## src/rtl/mem_to_axi_master_if.sv

```systemverilog
// AXI_BUS: AXI4 channel bundle with Master and Slave views.
//
// Parameters:
//    AXI_ADDR_WIDTH  address width of AW/AR
//    AXI_DATA_WIDTH  data width of W/R (strobe width is DATA/8)
//    AXI_ID_WIDTH    width of every id field
//    AXI_USER_WIDTH  width of every user field
// Modports:
//    Master  drives AW/W/AR payload and valids plus B/R readies
//    Slave   the mirror image
interface AXI_BUS #(
   parameter int unsigned AXI_ADDR_WIDTH = 32,
   parameter int unsigned AXI_DATA_WIDTH = 32,
   parameter int unsigned AXI_ID_WIDTH   = 16,
   parameter int unsigned AXI_USER_WIDTH = 10
);
   localparam int unsigned AXI_STRB_WIDTH = AXI_DATA_WIDTH / 8;

   logic [AXI_ID_WIDTH-1:0]   aw_id;
   logic [AXI_ADDR_WIDTH-1:0] aw_addr;
   logic [7:0]                aw_len;
   logic [2:0]                aw_size;
   logic [1:0]                aw_burst;
   logic                      aw_lock;
   logic [3:0]                aw_cache;
   logic [2:0]                aw_prot;
   logic [3:0]                aw_qos;
   logic [3:0]                aw_region;
   logic [5:0]                aw_atop;
   logic [AXI_USER_WIDTH-1:0] aw_user;
   logic                      aw_valid;
   logic                      aw_ready;

   logic [AXI_DATA_WIDTH-1:0] w_data;
   logic [AXI_STRB_WIDTH-1:0] w_strb;
   logic                      w_last;
   logic [AXI_USER_WIDTH-1:0] w_user;
   logic                      w_valid;
   logic                      w_ready;

   logic [AXI_ID_WIDTH-1:0]   b_id;
   logic [1:0]                b_resp;
   logic [AXI_USER_WIDTH-1:0] b_user;
   logic                      b_valid;
   logic                      b_ready;

   logic [AXI_ID_WIDTH-1:0]   ar_id;
   logic [AXI_ADDR_WIDTH-1:0] ar_addr;
   logic [7:0]                ar_len;
   logic [2:0]                ar_size;
   logic [1:0]                ar_burst;
   logic                      ar_lock;
   logic [3:0]                ar_cache;
   logic [2:0]                ar_prot;
   logic [3:0]                ar_qos;
   logic [3:0]                ar_region;
   logic [AXI_USER_WIDTH-1:0] ar_user;
   logic                      ar_valid;
   logic                      ar_ready;

   logic [AXI_ID_WIDTH-1:0]   r_id;
   logic [AXI_DATA_WIDTH-1:0] r_data;
   logic [1:0]                r_resp;
   logic                      r_last;
   logic [AXI_USER_WIDTH-1:0] r_user;
   logic                      r_valid;
   logic                      r_ready;

   modport Master (
      output aw_id, aw_addr, aw_len, aw_size, aw_burst, aw_lock, aw_cache, aw_prot,
             aw_qos, aw_region, aw_atop, aw_user, aw_valid,
      input  aw_ready,
      output w_data, w_strb, w_last, w_user, w_valid,
      input  w_ready,
      input  b_id, b_resp, b_user, b_valid,
      output b_ready,
      output ar_id, ar_addr, ar_len, ar_size, ar_burst, ar_lock, ar_cache, ar_prot,
             ar_qos, ar_region, ar_user, ar_valid,
      input  ar_ready,
      input  r_id, r_data, r_resp, r_last, r_user, r_valid,
      output r_ready
   );

   modport Slave (
      input  aw_id, aw_addr, aw_len, aw_size, aw_burst, aw_lock, aw_cache, aw_prot,
             aw_qos, aw_region, aw_atop, aw_user, aw_valid,
      output aw_ready,
      input  w_data, w_strb, w_last, w_user, w_valid,
      output w_ready,
      output b_id, b_resp, b_user, b_valid,
      input  b_ready,
      input  ar_id, ar_addr, ar_len, ar_size, ar_burst, ar_lock, ar_cache, ar_prot,
             ar_qos, ar_region, ar_user, ar_valid,
      output ar_ready,
      output r_id, r_data, r_resp, r_last, r_user, r_valid,
      input  r_ready
   );
endinterface

```

## src/rtl/mem_to_axi_master.sv

```systemverilog
// mem_to_axi_master: bridges a req/gnt/rvalid memory port onto single-beat AXI4 transactions.
//
// Ports:
//    clk_i, rst_ni       clock, asynchronous active-low reset
//    mem_req_i/gnt_o     request handshake; gnt is combinational when idle
//    mem_addr_i/we_i/be_i/wdata_i  request payload, latched on grant
//    mem_rvalid_o        one-cycle completion pulse for reads and writes
//    mem_rdata_o/err_o   read data and response error, valid with rvalid
//    busy_o              high while a transaction is in flight
//    AXI_Master          AXI4 master port, one transaction outstanding
module mem_to_axi_master #(
   parameter int unsigned                AXI_ADDR_WIDTH = 32,
   parameter int unsigned                AXI_DATA_WIDTH = 32,
   parameter int unsigned                AXI_ID_WIDTH   = 16,
   parameter int unsigned                AXI_USER_WIDTH = 10,
   parameter logic [AXI_ID_WIDTH-1:0]    AXI_ID         = '0
) (
   input  logic                        clk_i,
   input  logic                        rst_ni,
   input  logic                        mem_req_i,
   output logic                        mem_gnt_o,
   input  logic [AXI_ADDR_WIDTH-1:0]   mem_addr_i,
   input  logic                        mem_we_i,
   input  logic [AXI_DATA_WIDTH/8-1:0] mem_be_i,
   input  logic [AXI_DATA_WIDTH-1:0]   mem_wdata_i,
   output logic                        mem_rvalid_o,
   output logic [AXI_DATA_WIDTH-1:0]   mem_rdata_o,
   output logic                        mem_err_o,
   output logic                        busy_o,
   AXI_BUS.Master                      AXI_Master
);
   localparam logic [2:0] SIZE = 3'($clog2(AXI_DATA_WIDTH / 8));

   typedef enum logic [2:0] {IDLE, WRITE, WRESP, RADDR, RDATA} state_e;

   state_e                      state_q, state_d;
   logic [AXI_ADDR_WIDTH-1:0]   addr_q, addr_d;
   logic [AXI_DATA_WIDTH/8-1:0] be_q, be_d;
   logic [AXI_DATA_WIDTH-1:0]   wdata_q, wdata_d;
   logic [AXI_DATA_WIDTH-1:0]   rdata_q, rdata_d;
   logic aw_valid_q, aw_valid_d;
   logic w_valid_q, w_valid_d;
   logic b_ready_q, b_ready_d;
   logic ar_valid_q, ar_valid_d;
   logic r_ready_q, r_ready_d;
   logic rvalid_q, rvalid_d;
   logic err_q, err_d;
   logic unused_axi;

   assign mem_gnt_o    = (state_q == IDLE) & mem_req_i;
   assign busy_o       = state_q != IDLE;
   assign mem_rvalid_o = rvalid_q;
   assign mem_rdata_o  = rdata_q;
   assign mem_err_o    = err_q;

   // Only the error bit of the responses matters; single-beat R makes r_last redundant.
   assign unused_axi = ^{AXI_Master.b_id, AXI_Master.b_user, AXI_Master.b_resp[0],
                         AXI_Master.r_id, AXI_Master.r_user, AXI_Master.r_resp[0],
                         AXI_Master.r_last};

   // Each valid/ready clears itself on its own handshake, so in WRITE the valids
   // double as the aw_done/w_done flags and the two channels finish in any order.
   always_comb begin
      state_d    = state_q;
      addr_d     = addr_q;
      be_d       = be_q;
      wdata_d    = wdata_q;
      rdata_d    = rdata_q;
      err_d      = err_q;
      rvalid_d   = 1'b0;
      aw_valid_d = aw_valid_q & ~AXI_Master.aw_ready;
      w_valid_d  = w_valid_q & ~AXI_Master.w_ready;
      ar_valid_d = ar_valid_q & ~AXI_Master.ar_ready;
      b_ready_d  = b_ready_q & ~AXI_Master.b_valid;
      r_ready_d  = r_ready_q & ~AXI_Master.r_valid;
      case (state_q)
         IDLE: if (mem_req_i) begin
            addr_d     = mem_addr_i;
            be_d       = mem_be_i;
            wdata_d    = mem_wdata_i;
            state_d    = mem_we_i ? WRITE : RADDR;
            aw_valid_d = mem_we_i;
            w_valid_d  = mem_we_i;
            ar_valid_d = ~mem_we_i;
         end
         WRITE: if (!aw_valid_d && !w_valid_d) begin
            state_d   = WRESP;
            b_ready_d = 1'b1;
         end
         WRESP: if (AXI_Master.b_valid) begin
            state_d  = IDLE;
            rvalid_d = 1'b1;
            err_d    = AXI_Master.b_resp[1];
         end
         RADDR: if (AXI_Master.ar_ready) begin
            state_d   = RDATA;
            r_ready_d = 1'b1;
         end
         RDATA: if (AXI_Master.r_valid) begin
            state_d  = IDLE;
            rvalid_d = 1'b1;
            rdata_d  = AXI_Master.r_data;
            err_d    = AXI_Master.r_resp[1];
         end
         default: state_d = IDLE;
      endcase
   end

   always_ff @(posedge clk_i or negedge rst_ni) begin
      if (!rst_ni) begin
         state_q    <= IDLE;
         addr_q     <= '0;
         be_q       <= '0;
         wdata_q    <= '0;
         rdata_q    <= '0;
         err_q      <= 1'b0;
         rvalid_q   <= 1'b0;
         aw_valid_q <= 1'b0;
         w_valid_q  <= 1'b0;
         b_ready_q  <= 1'b0;
         ar_valid_q <= 1'b0;
         r_ready_q  <= 1'b0;
      end else begin
         state_q    <= state_d;
         addr_q     <= addr_d;
         be_q       <= be_d;
         wdata_q    <= wdata_d;
         rdata_q    <= rdata_d;
         err_q      <= err_d;
         rvalid_q   <= rvalid_d;
         aw_valid_q <= aw_valid_d;
         w_valid_q  <= w_valid_d;
         b_ready_q  <= b_ready_d;
         ar_valid_q <= ar_valid_d;
         r_ready_q  <= r_ready_d;
      end
   end

   assign AXI_Master.aw_id     = AXI_ID;
   assign AXI_Master.aw_addr   = addr_q;
   assign AXI_Master.aw_len    = 8'd0;
   assign AXI_Master.aw_size   = SIZE;
   assign AXI_Master.aw_burst  = 2'b01;
   assign AXI_Master.aw_lock   = 1'b0;
   assign AXI_Master.aw_cache  = 4'd0;
   assign AXI_Master.aw_prot   = 3'd0;
   assign AXI_Master.aw_qos    = 4'd0;
   assign AXI_Master.aw_region = 4'd0;
   assign AXI_Master.aw_atop   = 6'd0;
   assign AXI_Master.aw_user   = '0;
   assign AXI_Master.aw_valid  = aw_valid_q;

   assign AXI_Master.w_data    = wdata_q;
   assign AXI_Master.w_strb    = be_q;
   assign AXI_Master.w_last    = 1'b1;
   assign AXI_Master.w_user    = '0;
   assign AXI_Master.w_valid   = w_valid_q;

   assign AXI_Master.b_ready   = b_ready_q;

   assign AXI_Master.ar_id     = AXI_ID;
   assign AXI_Master.ar_addr   = addr_q;
   assign AXI_Master.ar_len    = 8'd0;
   assign AXI_Master.ar_size   = SIZE;
   assign AXI_Master.ar_burst  = 2'b01;
   assign AXI_Master.ar_lock   = 1'b0;
   assign AXI_Master.ar_cache  = 4'd0;
   assign AXI_Master.ar_prot   = 3'd0;
   assign AXI_Master.ar_qos    = 4'd0;
   assign AXI_Master.ar_region = 4'd0;
   assign AXI_Master.ar_user   = '0;
   assign AXI_Master.ar_valid  = ar_valid_q;

   assign AXI_Master.r_ready   = r_ready_q;
endmodule

```

## src/flat_wrapper.sv

```systemverilog
// flat-port wrapper written by rule: the top's interface ports become plain ports
module mem_to_axi_master_flat 
#(
   parameter int unsigned                AXI_ADDR_WIDTH = 32,
   parameter int unsigned                AXI_DATA_WIDTH = 32,
   parameter int unsigned                AXI_ID_WIDTH   = 16,
   parameter int unsigned                AXI_USER_WIDTH = 10,
   parameter logic [AXI_ID_WIDTH-1:0]    AXI_ID         = '0
)
  (clk_i, rst_ni, mem_req_i, mem_gnt_o, mem_addr_i, mem_we_i, mem_be_i, mem_wdata_i, mem_rvalid_o, mem_rdata_o, mem_err_o, busy_o, AXI_Master_aw_id, AXI_Master_aw_addr, AXI_Master_aw_len, AXI_Master_aw_size, AXI_Master_aw_burst, AXI_Master_aw_lock, AXI_Master_aw_cache, AXI_Master_aw_prot, AXI_Master_aw_qos, AXI_Master_aw_region, AXI_Master_aw_atop, AXI_Master_aw_user, AXI_Master_aw_valid, AXI_Master_aw_ready, AXI_Master_w_data, AXI_Master_w_strb, AXI_Master_w_last, AXI_Master_w_user, AXI_Master_w_valid, AXI_Master_w_ready, AXI_Master_b_id, AXI_Master_b_resp, AXI_Master_b_user, AXI_Master_b_valid, AXI_Master_b_ready, AXI_Master_ar_id, AXI_Master_ar_addr, AXI_Master_ar_len, AXI_Master_ar_size, AXI_Master_ar_burst, AXI_Master_ar_lock, AXI_Master_ar_cache, AXI_Master_ar_prot, AXI_Master_ar_qos, AXI_Master_ar_region, AXI_Master_ar_user, AXI_Master_ar_valid, AXI_Master_ar_ready, AXI_Master_r_id, AXI_Master_r_data, AXI_Master_r_resp, AXI_Master_r_last, AXI_Master_r_user, AXI_Master_r_valid, AXI_Master_r_ready);
  AXI_BUS #(.AXI_ADDR_WIDTH(AXI_ADDR_WIDTH), .AXI_DATA_WIDTH(AXI_DATA_WIDTH), .AXI_ID_WIDTH(AXI_ID_WIDTH), .AXI_USER_WIDTH(AXI_USER_WIDTH)) AXI_Master_i ();
  input  logic clk_i;
  input  logic rst_ni;
  input  logic mem_req_i;
  output logic mem_gnt_o;
  input  logic [AXI_ADDR_WIDTH-1:0] mem_addr_i;
  input  logic mem_we_i;
  input  logic [AXI_DATA_WIDTH/8-1:0] mem_be_i;
  input  logic [AXI_DATA_WIDTH-1:0] mem_wdata_i;
  output logic mem_rvalid_o;
  output logic [AXI_DATA_WIDTH-1:0] mem_rdata_o;
  output logic mem_err_o;
  output logic busy_o;
  output wire logic [$bits(AXI_Master_i.aw_id)-1:0] AXI_Master_aw_id;
  output wire logic [$bits(AXI_Master_i.aw_addr)-1:0] AXI_Master_aw_addr;
  output wire logic [$bits(AXI_Master_i.aw_len)-1:0] AXI_Master_aw_len;
  output wire logic [$bits(AXI_Master_i.aw_size)-1:0] AXI_Master_aw_size;
  output wire logic [$bits(AXI_Master_i.aw_burst)-1:0] AXI_Master_aw_burst;
  output wire logic [$bits(AXI_Master_i.aw_lock)-1:0] AXI_Master_aw_lock;
  output wire logic [$bits(AXI_Master_i.aw_cache)-1:0] AXI_Master_aw_cache;
  output wire logic [$bits(AXI_Master_i.aw_prot)-1:0] AXI_Master_aw_prot;
  output wire logic [$bits(AXI_Master_i.aw_qos)-1:0] AXI_Master_aw_qos;
  output wire logic [$bits(AXI_Master_i.aw_region)-1:0] AXI_Master_aw_region;
  output wire logic [$bits(AXI_Master_i.aw_atop)-1:0] AXI_Master_aw_atop;
  output wire logic [$bits(AXI_Master_i.aw_user)-1:0] AXI_Master_aw_user;
  output wire logic [$bits(AXI_Master_i.aw_valid)-1:0] AXI_Master_aw_valid;
  input wire logic [$bits(AXI_Master_i.aw_ready)-1:0] AXI_Master_aw_ready;
  output wire logic [$bits(AXI_Master_i.w_data)-1:0] AXI_Master_w_data;
  output wire logic [$bits(AXI_Master_i.w_strb)-1:0] AXI_Master_w_strb;
  output wire logic [$bits(AXI_Master_i.w_last)-1:0] AXI_Master_w_last;
  output wire logic [$bits(AXI_Master_i.w_user)-1:0] AXI_Master_w_user;
  output wire logic [$bits(AXI_Master_i.w_valid)-1:0] AXI_Master_w_valid;
  input wire logic [$bits(AXI_Master_i.w_ready)-1:0] AXI_Master_w_ready;
  input wire logic [$bits(AXI_Master_i.b_id)-1:0] AXI_Master_b_id;
  input wire logic [$bits(AXI_Master_i.b_resp)-1:0] AXI_Master_b_resp;
  input wire logic [$bits(AXI_Master_i.b_user)-1:0] AXI_Master_b_user;
  input wire logic [$bits(AXI_Master_i.b_valid)-1:0] AXI_Master_b_valid;
  output wire logic [$bits(AXI_Master_i.b_ready)-1:0] AXI_Master_b_ready;
  output wire logic [$bits(AXI_Master_i.ar_id)-1:0] AXI_Master_ar_id;
  output wire logic [$bits(AXI_Master_i.ar_addr)-1:0] AXI_Master_ar_addr;
  output wire logic [$bits(AXI_Master_i.ar_len)-1:0] AXI_Master_ar_len;
  output wire logic [$bits(AXI_Master_i.ar_size)-1:0] AXI_Master_ar_size;
  output wire logic [$bits(AXI_Master_i.ar_burst)-1:0] AXI_Master_ar_burst;
  output wire logic [$bits(AXI_Master_i.ar_lock)-1:0] AXI_Master_ar_lock;
  output wire logic [$bits(AXI_Master_i.ar_cache)-1:0] AXI_Master_ar_cache;
  output wire logic [$bits(AXI_Master_i.ar_prot)-1:0] AXI_Master_ar_prot;
  output wire logic [$bits(AXI_Master_i.ar_qos)-1:0] AXI_Master_ar_qos;
  output wire logic [$bits(AXI_Master_i.ar_region)-1:0] AXI_Master_ar_region;
  output wire logic [$bits(AXI_Master_i.ar_user)-1:0] AXI_Master_ar_user;
  output wire logic [$bits(AXI_Master_i.ar_valid)-1:0] AXI_Master_ar_valid;
  input wire logic [$bits(AXI_Master_i.ar_ready)-1:0] AXI_Master_ar_ready;
  input wire logic [$bits(AXI_Master_i.r_id)-1:0] AXI_Master_r_id;
  input wire logic [$bits(AXI_Master_i.r_data)-1:0] AXI_Master_r_data;
  input wire logic [$bits(AXI_Master_i.r_resp)-1:0] AXI_Master_r_resp;
  input wire logic [$bits(AXI_Master_i.r_last)-1:0] AXI_Master_r_last;
  input wire logic [$bits(AXI_Master_i.r_user)-1:0] AXI_Master_r_user;
  input wire logic [$bits(AXI_Master_i.r_valid)-1:0] AXI_Master_r_valid;
  output wire logic [$bits(AXI_Master_i.r_ready)-1:0] AXI_Master_r_ready;
  assign AXI_Master_aw_id = AXI_Master_i.aw_id;
  assign AXI_Master_aw_addr = AXI_Master_i.aw_addr;
  assign AXI_Master_aw_len = AXI_Master_i.aw_len;
  assign AXI_Master_aw_size = AXI_Master_i.aw_size;
  assign AXI_Master_aw_burst = AXI_Master_i.aw_burst;
  assign AXI_Master_aw_lock = AXI_Master_i.aw_lock;
  assign AXI_Master_aw_cache = AXI_Master_i.aw_cache;
  assign AXI_Master_aw_prot = AXI_Master_i.aw_prot;
  assign AXI_Master_aw_qos = AXI_Master_i.aw_qos;
  assign AXI_Master_aw_region = AXI_Master_i.aw_region;
  assign AXI_Master_aw_atop = AXI_Master_i.aw_atop;
  assign AXI_Master_aw_user = AXI_Master_i.aw_user;
  assign AXI_Master_aw_valid = AXI_Master_i.aw_valid;
  assign AXI_Master_i.aw_ready = AXI_Master_aw_ready;
  assign AXI_Master_w_data = AXI_Master_i.w_data;
  assign AXI_Master_w_strb = AXI_Master_i.w_strb;
  assign AXI_Master_w_last = AXI_Master_i.w_last;
  assign AXI_Master_w_user = AXI_Master_i.w_user;
  assign AXI_Master_w_valid = AXI_Master_i.w_valid;
  assign AXI_Master_i.w_ready = AXI_Master_w_ready;
  assign AXI_Master_i.b_id = AXI_Master_b_id;
  assign AXI_Master_i.b_resp = AXI_Master_b_resp;
  assign AXI_Master_i.b_user = AXI_Master_b_user;
  assign AXI_Master_i.b_valid = AXI_Master_b_valid;
  assign AXI_Master_b_ready = AXI_Master_i.b_ready;
  assign AXI_Master_ar_id = AXI_Master_i.ar_id;
  assign AXI_Master_ar_addr = AXI_Master_i.ar_addr;
  assign AXI_Master_ar_len = AXI_Master_i.ar_len;
  assign AXI_Master_ar_size = AXI_Master_i.ar_size;
  assign AXI_Master_ar_burst = AXI_Master_i.ar_burst;
  assign AXI_Master_ar_lock = AXI_Master_i.ar_lock;
  assign AXI_Master_ar_cache = AXI_Master_i.ar_cache;
  assign AXI_Master_ar_prot = AXI_Master_i.ar_prot;
  assign AXI_Master_ar_qos = AXI_Master_i.ar_qos;
  assign AXI_Master_ar_region = AXI_Master_i.ar_region;
  assign AXI_Master_ar_user = AXI_Master_i.ar_user;
  assign AXI_Master_ar_valid = AXI_Master_i.ar_valid;
  assign AXI_Master_i.ar_ready = AXI_Master_ar_ready;
  assign AXI_Master_i.r_id = AXI_Master_r_id;
  assign AXI_Master_i.r_data = AXI_Master_r_data;
  assign AXI_Master_i.r_resp = AXI_Master_r_resp;
  assign AXI_Master_i.r_last = AXI_Master_r_last;
  assign AXI_Master_i.r_user = AXI_Master_r_user;
  assign AXI_Master_i.r_valid = AXI_Master_r_valid;
  assign AXI_Master_r_ready = AXI_Master_i.r_ready;
  mem_to_axi_master #(.AXI_ADDR_WIDTH(AXI_ADDR_WIDTH), .AXI_DATA_WIDTH(AXI_DATA_WIDTH), .AXI_ID_WIDTH(AXI_ID_WIDTH), .AXI_USER_WIDTH(AXI_USER_WIDTH), .AXI_ID(AXI_ID)) u_core (.clk_i(clk_i), .rst_ni(rst_ni), .mem_req_i(mem_req_i), .mem_gnt_o(mem_gnt_o), .mem_addr_i(mem_addr_i), .mem_we_i(mem_we_i), .mem_be_i(mem_be_i), .mem_wdata_i(mem_wdata_i), .mem_rvalid_o(mem_rvalid_o), .mem_rdata_o(mem_rdata_o), .mem_err_o(mem_err_o), .busy_o(busy_o), .AXI_Master(AXI_Master_i));
endmodule
```

## config.mk

```make
export PLATFORM = sky130hd
export DESIGN_NAME = mem_to_axi_master_flat
export DESIGN_NICKNAME = d
export VERILOG_FILES = /design/src/rtl/mem_to_axi_master_if.sv /design/src/rtl/mem_to_axi_master.sv /design/src/flat_wrapper.sv
export SDC_FILE = /design/constraint.sdc
export NUM_CORES = 1
export LEC_CHECK = 0
export BUFFER_PORTS_ARGS = -buffer_cell sky130_fd_sc_hd__buf_2
export CORE_AREA = 2 2 167 169
export DETAILED_ROUTE_END_ITERATION = 7
export DIE_AREA = 0 0 169 171
export GPL_ROUTABILITY_DRIVEN = 0
export PLACE_DENSITY_LB_ADDON = 0.2
export SETUP_SLACK_MARGIN = 0.15
export SYNTH_ARGS = -nofsm -noshare
export SYNTH_HDL_FRONTEND = slang
export SYNTH_SLANG_ARGS = --single-unit
```

## constraint.sdc

```tcl
create_clock -name clk_i -period 2.35 [get_ports clk_i]
set_clock_uncertainty 0.05 [all_clocks]
set_input_delay 0.1175 -clock clk_i [delete_from_list [all_inputs] [get_ports clk_i]]
set_output_delay 0.1175 -clock clk_i [all_outputs]
set_load 0.02 [all_outputs]
```

### Word level (Yosys, flattened, before mapping)

Cells that the tools add are included.
Widths: inputs -> output; s select.

| cells by class | value |
|---|---|
| eq/ne operators | 9 |
| mux-type cells | 23 |
| bitwise logic cells | 12 |
| reductions and logical operators | 10 |

Operators by type and width:

| cell | number |
|---|---|
| $mux 3 | 5 |
| $pmux 3 s5 | 1 |
| $mux 1 | 14 |
| $ne 2x2->1 const B | 4 |
| $and 1x1->1 | 6 |
| $eq 3x2->1 const B | 2 |
| $not 1->1 | 6 |
| $reduce_and 5->1 | 1 |
| $pmux 1 s2 | 2 |
| $reduce_and 2->1 | 2 |
| $eq 3x1->1 const B | 1 |
| $eq 3x3->1 const B | 1 |
| $logic_not 3->1 | 1 |
| $reduce_and 3->1 | 1 |
| $reduce_bool 3->1 | 1 |
| $logic_not 1->1 | 2 |
| $mux 2 | 1 |
| $ne 2x1->1 const B | 1 |
| $reduce_bool 2->1 | 1 |
| $logic_and 1x1->1 | 1 |

| storage, ports and cells | value |
|---|---|
| register bits after elaboration | 110 |
| bits of input ports | 166 |
| output and inout port bits | 268 |

### Longest topological paths before layout

| depth | value |
|---|---|
| depth after elaboration | 6 |
| depth in mapped cells | 5 |
| gate-level depth less buffers | 3 |

### Worst setup path before layout

OpenSTA, ideal clock, no wires.

| path | value |
|---|---|
| kind | reg-to-reg |
| start | register u_core.state_q[0] |
| end | register u_core.aw_valid_q (netlist: u_core.AXI_Master.aw_valid) |
| library setup time | 125 ps |
| data arrival time | 1625 ps |
| data required time | 2175 ps |
| setup slack | 550 ps |
| stages on the path, launching flop included | 5 |
| path buffers | 1 |
| period minus slack after synthesis | 1800 ps |
| cell sequence | dfrtp_1 -> or3_4 -> nor2_8 -> buf_12 -> mux2_4 |

| between the ends | value |
|---|---|
| longest elaborated chain between the ends | 2 |

Ends and longest elaborated chain:

| what | RTL line | text |
|---|---|---|
| start, declared | mem_to_axi_master.sv:36 | `state_e state_q, state_d;` |
| start signal, assigned | mem_to_axi_master.sv:124 | `state_q <= state_d;` |
| $logic_not 3->1 | mem_to_axi_master.sv:76 | `case (state_q)` |
| $mux 1 | mem_to_axi_master.sv:76 |  |
| named net u_core.aw_valid_d | mem_to_axi_master.sv:41 | `logic aw_valid_q, aw_valid_d;` |
| end signal, assigned | mem_to_axi_master.sv:131 | `aw_valid_q <= aw_valid_d;` |
| end, declared | mem_to_axi_master.sv:41 |  |

The timed path passes the listed nets, and every way through them passes these cells.
A chain may end at the register's enable or synchronous reset.

### Worst setup path in the final report

| path | value |
|---|---|
| start | register u_core.state_q[0] |
| end | output port mem_gnt_o |

| between the ends | value |
|---|---|
| longest elaborated chain between the ends | 2 |

Ends and longest elaborated chain:

| what | RTL line | text |
|---|---|---|
| $logic_not 3->1 | mem_to_axi_master.sv:50 | `assign mem_gnt_o = (state_q == IDLE) & mem_req_i;` |
| $and 1x1->1 | mem_to_axi_master.sv:50 |  |
| end, declared | flat_wrapper.sv:15 | `output logic mem_gnt_o;` |

Every way passes these cells.

==> out/results.ini <==
[die]
start_util=0.210
die_w_um=169
die_area_um2=28900
core_area_um2=27300
io_pins=434
rows=61
die_y_um=171

[final_layout]
finish.net_count=908
fill_cells=2803
syn_to_final_growth_pct=39.4
post-route-util=0.293
drive_above_1_share=0.509

[detailed_routing]
routedWlPerCell_um=12.0
antenna_left=0
wl_um=13100
detail_route.iter0.violations=85
route.detailed.drc=0
vias=3726
viasPerCell=3.41
dr.pass1.iters=4

[timing]
rsz0062_at_grt=false
setup_tns_ps=0
setup_viol=0
final.min_clock_period_ps=2070
fmax_ghz=0.483
slew_violations=0
slew_headroom=0.553
hold_viol_final=0
worst_slew_pin_slew_ps=670
fin_crit_sh=0.882

[synthesis]
synth_cell_types=29
synth_compound_area_frac=0.00872
yosysSeqAreaShare=0.479
yosysTopAreaCell=dfrtp_1
synth_top_flop_cell=dfrtp_1
yosys_warnings=0
avgSynthCellArea_um2=13.8
synthSimpleGateAreaFrac=0.0214
synth_mux_area_frac=0.250
synth_edf_count=0
syn_area_um2=5740
ys_async_sr_fraction=1.00
synth_top_family_by_area=multiplexers
synthTopCellsByArea=dfrtp_1, buf_4, mux2_4
synth_xor_area_frac=0
synth-seq-cells=110
synthCells=416
synth_top_area_frac=0.479
synth_fa_ha_area_frac=0

[worst_setup_path]
crit_family=simple AND/OR/NAND/NOR gates
arrival_ps=1900
critical_path_class=flip-flop to output pin
crit-reg2reg-launch=u_core.state_q[0]$_DFFE_PN0P_
cp-end-kind=output pin
worst_r2r_endpoint=u_core.AXI_Master.w_data[6]$_DFFE_PN0P_
start_kind=flip-flop
slowest_delay_ps=450
worstRegToRegCells=4
cp_num_buf_inv=2
cp_cell_sequence=or3_4 -> nor2_8 -> buf_12 -> buf_2
cp_max_fo=43
ff2ff_setup_slack_ps=440
slowest_stage=dfrtp_1
crit_required_ps=2180

[placement]
io_buffers=251
dp_hpwl_um=9050

[run_status]
status=finished, final reports clean

[clock_tree]
clockBufferDepth=2
cts.sinks=110
cts_made_buffers=9
clk_transition_reported_paths_ps=80
clk_latency_ps=350
clockRootBuffer=clkbuf_16
cts_tree=yes
h-tree-depth=3
cts_setup_buffers=0

[global_routing]
antenna_found_initial=1
track_usage=0.0872
grt_max_degree=49
gr-total-overflow=0
grt_pass1_vias=3680
grt_pass1_wl_um=19600

[worst_hold_path]
worstHoldPathCells=3
hp-class=input port to flip-flop
holdCritStartpoint=AXI_Master_b_valid
whs_endpoint=u_core.mem_rvalid_o$_DFF_PN0_

[pwr]
ir_worst_vdd_mv=0.545
p_leak_uw=0.00414
power_density_nw_per_um2=1300

[run]
drv_cap=0

[flip-flops by register name, summed over array words and instances (netlist names)]
signal                      cells
u_core.mem_err_o                1
u_core.mem_rvalid_o             1
u_core.mem_rdata_o             32
u_core.AXI_Master.w_valid       1
u_core.state_q                  3
u_core.AXI_Master.ar_valid      1
u_core.AXI_Master.w_data       32
u_core.AXI_Master.r_ready       1
u_core.AXI_Master.aw_valid      1
u_core.AXI_Master.ar_addr      32
u_core.AXI_Master.b_ready       1
u_core.AXI_Master.w_strb        4
[cells in the final DEF (no fill, tap or decap), types with 2 or more instances in the layout]
cell           count
buf_2            250
conb_1           127
dfrtp_1          110
dlygate4sd3_1    103
mux2_4            67
mux2_2            36
clkbuf_16          9
buf_4              4
buf_12             4
inv_1              3
nor2b_1            3
nand3b_1           2
o21ai_0            2
nand2b_1           2
nor2_1             2
nand2_1            2
bufinv_16          2
clkinvlp_4         2
inv_6              2
[worst max-delay path by stage]
stage,start,to,slack [ps],depth (start not counted)
global route,u_core.state_q[0]$_DFFE_PN0P_,mem_gnt_o,160,4
detailed placement,u_core.state_q[0]$_DFFE_PN0P_,u_core.AXI_Master.w_data[5]$_DFFE_PN0P_,440,4
global placement,u_core.state_q[0]$_DFFE_PN0P_,u_core.AXI_Master.w_data[5]$_DFFE_PN0P_,450,4
floorplan,u_core.state_q[0]$_DFFE_PN0P_,u_core.AXI_Master.aw_valid$_DFF_PN0_,550,4
CTS,u_core.state_q[0]$_DFFE_PN0P_,mem_gnt_o,220,4
finish,u_core.state_q[0]$_DFFE_PN0P_,mem_gnt_o,280,4
[tightest hold or removal path, cell delays in order]
cell	delay (ps)
buf_2	100
nand3b_1	70
a21oi_1	90
[repair_timing]
| item | in CTS | in global routing |
|---|---|---|
| hold endpoints to repair | 150 | 0 |
| hold buffers | 103 | 0 |
| gates resized for setup | 0 | 0 |
[layout make-up]
type / count / area (µm²) / share of cell area
tap: 346 / 433 / 0.0541
inverter: 3 / 11.3 / 0.00141
clock buffer: 10 / 239 / 0.0299
multi-input combinational: 257 / 2080 / 0.260
sequential: 110 / 2750 / 0.344
clock inverter: 6 / 92.6 / 0.0116
antenna: 1 / 2.50 / 0.000313
timing repair buffer: 361 / 2390 / 0.299
[where the power goes]
part | switching [µW] | internal, µW | total, µW | leakage, µW
Sequential | 593 | 2830 | 3430 | 0.00134
Clock | 756 | 974 | 1730 | 0.000156
Combinational | 2890 | 2370 | 5250 | 0.00264
Total | 4240 | 6180 | 10400 | 0.00414
[metrics by stage]
step	cells	area [µm²]	hold slack (ps)	setup slack [ps]	total power (µW)
5_1_grt	1094	8010	31.0	157	11100
4_1_cts	1093	8000	0.913	222	10600
6_report	1094	8010	27.3	278	10400
2_1_floorplan	541	6210	-228	550	7580
3_3_place_gp	974	6640	164	446	8620
3_5_place_dp	974	6640	159	439	8630
[cells in the mapped netlist (2+ instances only)]
library cell	n
buf_12	7
mux2_4	67
nor2_1	2
conb_1	2
o21ai_0	2
mux2_2	36
buf_4	162
nand3b_1	2
nor2b_1	3
dfrtp_1	110
inv_1	3
nand2_1	2
nand2b_1	2
[routing by layer]
metal | vias up | routed length (µm) | GRT usage
met2 | 215 | 6330 | 0.154
li1 | 1740 | - | -
met4 | 0 | 128 | 0.0268
met1 | 1762 | 5520 | 0.101
met5 | - | 0 | 0
met3 | 9 | 1120 | 0.0271
[cell families (layout without fill, tap and decap cells)]
| group | after synthesis | in the layout |
|---|---|---|
| buf+inv | 174 | 380 |
| simple gates | 18 | 18 |
| flops | 110 | 110 |
| compound gates | 7 | 7 |
| other cells | 2 | 128 |
| mux | 105 | 105 |
Power figures use the tool's default switching activity.
